===== src/rtl/ysyx_25030085_mem_arb.sv =====
// Shared memory-port arbiter: LSU/IFU single-beat requests onto one memory port, one outstanding.
// Optional watchdog abort compiled in with YSYX_25030085_MEM_ARB_TIMEOUT_EN.
module ysyx_25030085_mem_arb #(
    parameter int TIMEOUT_CYCLES = 255
) (
    input  logic        clk,
    input  logic        rst,
    input  logic        ifu_req_valid,
    output logic        ifu_req_ready,
    input  logic [31:0] ifu_addr,
    output logic        ifu_rsp_valid,
    output logic [31:0] ifu_rdata,
    input  logic        lsu_req_valid,
    output logic        lsu_req_ready,
    input  logic [31:0] lsu_addr,
    input  logic        lsu_wen,
    input  logic [31:0] lsu_wdata,
    input  logic [3:0]  lsu_wmask,
    output logic        lsu_rsp_valid,
    output logic [31:0] lsu_rdata,
    output logic        mem_req_valid,
    input  logic        mem_req_ready,
    output logic [31:0] mem_addr,
    output logic [31:0] mem_wdata,
    output logic        mem_wen,
    output logic [3:0]  mem_wmask,
    input  logic        mem_rsp_valid,
    input  logic [31:0] mem_rdata,
    output logic        busy,
    output logic        timeout_err
);
    localparam logic [1:0] IDLE  = 2'd0;
    localparam logic [1:0] ISSUE = 2'd1;
    localparam logic [1:0] WAIT  = 2'd2;

    logic [1:0]  state;
    logic        owner_lsu;
    logic        grant;
    logic        abort;
    logic        done;
    logic [31:0] done_data;

    assign lsu_req_ready = (state == IDLE) && lsu_req_valid;
    assign ifu_req_ready = (state == IDLE) && ifu_req_valid && !lsu_req_valid;
    assign grant         = lsu_req_ready || ifu_req_ready;
    assign mem_req_valid = (state == ISSUE);
    assign busy          = (state != IDLE);

    // A real response in WAIT always wins over a coincident watchdog abort.
    assign done      = ((state == WAIT) && mem_rsp_valid) || abort;
    assign done_data = abort ? 32'h0 : mem_rdata;

`ifdef YSYX_25030085_MEM_ARB_TIMEOUT_EN
    localparam int CW = ($clog2(TIMEOUT_CYCLES + 1) > 8) ? $clog2(TIMEOUT_CYCLES + 1) : 8;
    logic [CW-1:0] tmo_cnt;

    // Counter holds the number of busy cycles already elapsed; abort on the last one.
    assign abort = busy && !((state == WAIT) && mem_rsp_valid)
                   && (tmo_cnt == CW'(TIMEOUT_CYCLES - 1));

    always_ff @(posedge clk) begin
        if (rst) begin
            tmo_cnt     <= '0;
            timeout_err <= 1'b0;
        end else begin
            timeout_err <= abort;
            if (grant)
                tmo_cnt <= '0;
            else if (busy)
                tmo_cnt <= tmo_cnt + CW'(1);
        end
    end
`else
    assign abort       = 1'b0;
    assign timeout_err = 1'b0;
`endif

    always_ff @(posedge clk) begin
        if (rst) begin
            state         <= IDLE;
            owner_lsu     <= 1'b0;
            mem_addr      <= 32'h0;
            mem_wdata     <= 32'h0;
            mem_wen       <= 1'b0;
            mem_wmask     <= 4'h0;
            ifu_rsp_valid <= 1'b0;
            lsu_rsp_valid <= 1'b0;
            ifu_rdata     <= 32'h0;
            lsu_rdata     <= 32'h0;
        end else begin
            ifu_rsp_valid <= 1'b0;
            lsu_rsp_valid <= 1'b0;
            case (state)
                IDLE: begin
                    if (lsu_req_ready) begin
                        owner_lsu <= 1'b1;
                        mem_addr  <= lsu_addr;
                        mem_wdata <= lsu_wdata;
                        mem_wen   <= lsu_wen;
                        mem_wmask <= lsu_wmask;
                        state     <= ISSUE;
                    end else if (ifu_req_ready) begin
                        owner_lsu <= 1'b0;
                        mem_addr  <= ifu_addr;
                        mem_wdata <= 32'h0;
                        mem_wen   <= 1'b0;
                        mem_wmask <= 4'h0;
                        state     <= ISSUE;
                    end
                end
                ISSUE: begin
                    if (!abort && mem_req_ready)
                        state <= WAIT;
                end
                WAIT: ;
                default: state <= IDLE;
            endcase
            if (done) begin
                state <= IDLE;
                if (owner_lsu) begin
                    lsu_rsp_valid <= 1'b1;
                    lsu_rdata     <= done_data;
                end else begin
                    ifu_rsp_valid <= 1'b1;
                    ifu_rdata     <= done_data;
                end
            end
        end
    end
endmodule


===== config.mk =====
export PLATFORM = sky130hd
export DESIGN_NAME = ysyx_25030085_mem_arb
export DESIGN_NICKNAME = d
export VERILOG_FILES = /design/src/rtl/ysyx_25030085_mem_arb.sv
export SDC_FILE = /design/constraint.sdc
export NUM_CORES = 1
export LEC_CHECK = 0
export CAP_MARGIN = 30
export CORE_MARGIN = 2
export CORE_UTILIZATION = 42
export CTS_CLUSTER_DIAMETER = 150
export DETAILED_ROUTE_END_ITERATION = 7
export GPL_TIMING_DRIVEN = 0
export PLACE_DENSITY = 0.93
export SYNTH_ARGS = -nofsm -noshare
export SYNTH_HDL_FRONTEND = slang
export SYNTH_SLANG_ARGS = --single-unit

===== constraint.sdc =====
create_clock -name clk -period 3.5 [get_ports clk]
set_input_delay 0.7 -clock clk [delete_from_list [all_inputs] [get_ports clk]]
set_output_delay 0.7 -clock clk [all_outputs]
set_load 0.05 [all_outputs]

* Word level (Yosys, flattened, before mapping) *
Index checks and enable logic that the tools add are counted.

storage, ports and cells
  flip-flop bits (word level) = 138
  bits of input ports = 139

cells by class
  equal/unequal tests = 4
  mux-type cells = 15
  bitwise operators = 3
  reductions and logical operators = 14

operators with widths
  kind                                                                   count
  32-bit 2-to-1 mux                                                      4
  4-bit 2-to-1 mux                                                       2
  2-bit 2-to-1 mux                                                       3
  2-bit one-hot mux with 3 select lines                                  1
  2-bit AND reduction                                                    3
  1-bit 2-to-1 mux                                                       5
  1-bit logical AND                                                      4
  2-bit nonzero test                                                     2
  2-bit OR reduction                                                     2
  3-bit != test, second input constant                                   1
  1-bit inverter                                                         3
  3-bit AND reduction                                                    1
  2-bit by 1-bit equality test with 1-bit output, second input constant  1
  2-bit equality test, second input constant                             1
  2-bit logical NOT                                                      1
  2-bit by 1-bit != test with 1-bit output, second input constant        1
  1-bit logical NOT                                                      1

* Logic depth before layout (Yosys ltp) *
  depth after elaboration = 6
  depth in mapped cells = 6

* Worst setup path after synthesis *
OpenSTA, ideal clock, no wires.

  path type = in2out
  start point = input lsu_req_valid
  end point = output ifu_req_ready
  data arrival time = 1.736 ns
  data required time = 2.800 ns
  slack = 1.064 ns
  cell stages on the path = 3
  path buffers = 2
  path through = buf_4 > buf_2 > nor2_1

between the ends
  cells in the longest elaborated chain, start to end = 2

ends and longest elaborated chain
  element            line  text
  from (decl)        13    input logic lsu_req_valid,
  1-bit logical NOT  44    assign ifu_req_ready = (state == IDLE) && ifu_req_valid && !lsu_req_valid;
  1-bit logical AND  44
  to (decl)          9     output logic ifu_req_ready,

Every way passes these cells.

* Worst setup path in the final report *
  start point = input ifu_req_valid
  end point = output ifu_req_ready

between the ends
  cells in the longest elaborated chain, start to end = 2

ends and longest elaborated chain
  element                         line  text
  from (decl)                     8     input logic ifu_req_valid,
  1-bit logical AND (2 in a row)  44

Every way passes these cells.

==> impl_metrics.toml <==
[worst_setup_path]
path_buf_inv = 2
critical_path_class = "in2out"
cp.required_ns = 2.80
path_cells = "clkdlybuf4s50_1 > or3b_1 > nor2_1 > clkdlybuf4s50_1"
cpMostUsedCell = "clkdlybuf4s50_1"
critPathArrivalTime_ns = 2.67
critPathMaxStageDelay_ns = 0.82
critPathMaxFanout = 3
end_kind = "output pin"
ff2ff_path_depth = 6
crit_slowest_cell = "clkdlybuf4s50_1"
crit_family = "buffers and inverters"
r2r_setup_slack_ns = 1.90
crit_path_start_kind = "primary input"
cp_num_cells = 4

[synth]
netlist_area_sq_mm = 0.00529
syn_inst = 620
ys_warn_count = 0
synth.distinct_cells = 26
syn_area_per_cell_sq_um = 8.53
syn_nets = 759
yosysSeqAreaShare_pct = 52.2
ys_ff_latch = 138

[floorplan]
die_w_um = 116
fp.dieH_um = 116
core_sq_mm = 0.0122
rows = 40
fp.dieArea_sq_mm = 0.0135
initial_core_util_pct = 43.5
ios = 279

[clocking]
post_cts_buffers = 0
h-tree-depth = 4
clock_latency_ns = 0.41
cts_buffer_depth = 2
cts_tree = "yes"
postCtsResizedCells = 0
clock-root-buffer = "clkbuf_16"
cts_buffers = 17
cts_hold_buf = 0
cts.sinks = 138
path_clk_slew_ns = 0.06

[grt]
grt_pass1_vias = 5468
grt_usage_pct = 25.7
grt_max_degree = 17
antenna_found_initial = 0
grt_pass1_wl_um = 27000
grt-ovfl-total = 0

[drt]
viasPerCell = 5.04
drc = 0
antenna_left = 0
drtIter0Drc = 405
wirelength_um = 17700
wire_per_inst_um = 16.2
dr_total_vias = 5510
drt_first_pass_iters = 4

[place]
place_area_sq_mm = 0.00825
place.gp.congestion = 0.792
dp.cells = 1063
port_buffers = 275
place_hpwl_um = 13300
place_ws_ns = 0.137

[layout]
instances_no_fill = 1093
antenna_cells = 0
n_fill_cell = 898
nNetsFinal = 1053
fin_util_pct = 72.9
fin_area_sq_mm = 0.00887
area_growth_pct = 67.6
drive_gt1_share_pct = 8.00

[timing]
fin_skew_ns = 0.00828
hold_viol = 0
setup_viol = 0
hold_slack_ns = 0.452
period_needed_ns = 3.37
worst_slew_pin_slew_ns = 0.615
setup_ws_ns = 0.130
max-slew-margin-rel_pct = 59.0
fin_crit_sh_pct = 96.3
fin_tns_setup_ns = 0
fmax_mhz = 297
rsz0062_at_grt = "false"
drv_slew = 0

[pwr]
peakVddDrop_mv = 0.251
power_mw = 4.47
leakagePower_nw = 3.22
power.density_mw_per_mm2 = 504

[run]
cap_violations = 0

[worst_hold_path]
hold_path_class = "reg2reg"
whs_path_depth = 2

[status]
outcome = "finished clean"
==> path summary, 6_finish.rpt <==
path / from / endpoint
worst max-delay path: ifu_req_valid / ifu_req_ready
worst min-delay path: lsu_rdata[11]$_SDFFE_PP0P_ / lsu_rdata[11]$_SDFFE_PP0P_
worst max register to register: state[1]$_SDFFE_PP0P_ / mem_addr[2]$_SDFFE_PP0P_
worst min register to register: lsu_rdata[11]$_SDFFE_PP0P_ / lsu_rdata[11]$_SDFFE_PP0P_
==> worst reg2reg max path: cells and delay by family, from the launching register on <==
family / cells / cell delay, ns
buf+inv: 3 / 0.54
compound gates: 1 / 0.12
simple gates: 2 / 0.48
flops: 1 / 0.31
==> cell usage after synthesis <==
| cell | number | area share (%) |
|---|---|---|
| and4bb_1 | 1 | 0.24 |
| nor2_4 | 2 | 0.43 |
| o21ai_1 | 21 | 2.0 |
| a2111oi_1 | 1 | 0.19 |
| and3b_1 | 1 | 0.17 |
| buf_2 | 22 | 2.1 |
| nor2_2 | 1 | 0.12 |
| clkbuf_1 | 20 | 1.4 |
| buf_4 | 13 | 1.8 |
| or2_1 | 1 | 0.12 |
| nor2_1 | 7 | 0.50 |
| conb_1 | 1 | 0.071 |
| a211oi_1 | 32 | 4.5 |
| a21oi_1 | 135 | 13 |
| nand2_1 | 165 | 12 |
| inv_2 | 1 | 0.071 |
| nor3b_2 | 1 | 0.24 |
| o21ai_0 | 16 | 1.5 |
| and4b_1 | 1 | 0.19 |
| buf_6 | 4 | 0.85 |
| or3b_1 | 1 | 0.17 |
| nand4b_1 | 1 | 0.17 |
| dfxtp_1 | 138 | 52 |
| mux2i_1 | 32 | 6.1 |
| nor2b_1 | 1 | 0.12 |
| nand4bb_1 | 1 | 0.21 |
==> layer usage <==
metal | global-route usage, % | vias up | share of wire [%]
li1 | - | 2711 | -
met1 | 27.6 | 2547 | 38
met2 | 47.7 | 231 | 52
met3 | 8.61 | 21 | 8.0
met4 | 7.94 | 0 | 1.7
met5 | 0 | - | 0
==> power by group <==
part | leakage (nW) | internal [mW] | switching, mW
sequential | 1.13 | 1.65 | 0.0428
clock | 0.294 | 1.20 | 0.661
combinational | 1.81 | 0.370 | 0.545
total | 3.22 | 3.22 | 1.25
==> layout by cell type (no fill, tap or decap), drive strengths merged <==
cell type      netlist  layout
a2111oi              1       1
a211oi              32      32
a21oi              135     135
and3b                1       1
and4b                1       1
and4bb               1       1
buf                 39      39
bufinv               0       4
clkbuf              20      38
clkdlybuf4s50        0     275
clkinv               0       5
clkinvlp             0       3
conb                 1       1
dfxtp              138     138
inv                  1       1
mux2i               32      32
nand2              165     165
nand4b               1       1
nand4bb              1       1
nor2                10      10
nor2b                1       1
nor3b                1       1
o21ai               37      37
or2                  1       1
or3b                 1       1
==> flip-flops by register name (all words and copies together) (netlist names) <==
signal and cells:
lsu_rsp_valid 1, state 2, lsu_rdata 32, mem_addr 32, ifu_rdata 32, mem_wen 1, ifu_rsp_valid 1, owner_lsu 1
mem_wmask 4, mem_wdata 32
==> logic make-up (layout without fill, tap and decap cells) <==
group	Yosys count	after routing	synth area share [%]
other	1	1	0.0709
buffers and inverters	60	365	6.27
AOI/OAI and AO/OA	205	205	21.0
DFF	138	138	52.2
and+or+nand+nor	184	184	14.4
muxes	32	32	6.06
==> cell type report <==
cell class | instances | area [sq um] | share of cell area [%]
sequential | 138 | 2760 | 31.2
timing repair buffer | 275 | 2750 | 31.0
multi-input combinational | 422 | 2190 | 24.8
clock buffer | 18 | 439 | 4.95
buffer | 59 | 328 | 3.70
tap | 168 | 210 | 2.37
clock inverter | 12 | 175 | 1.98
inverter | 1 | 3.75 | 0.0423
Power figures use the tool's default switching activity.
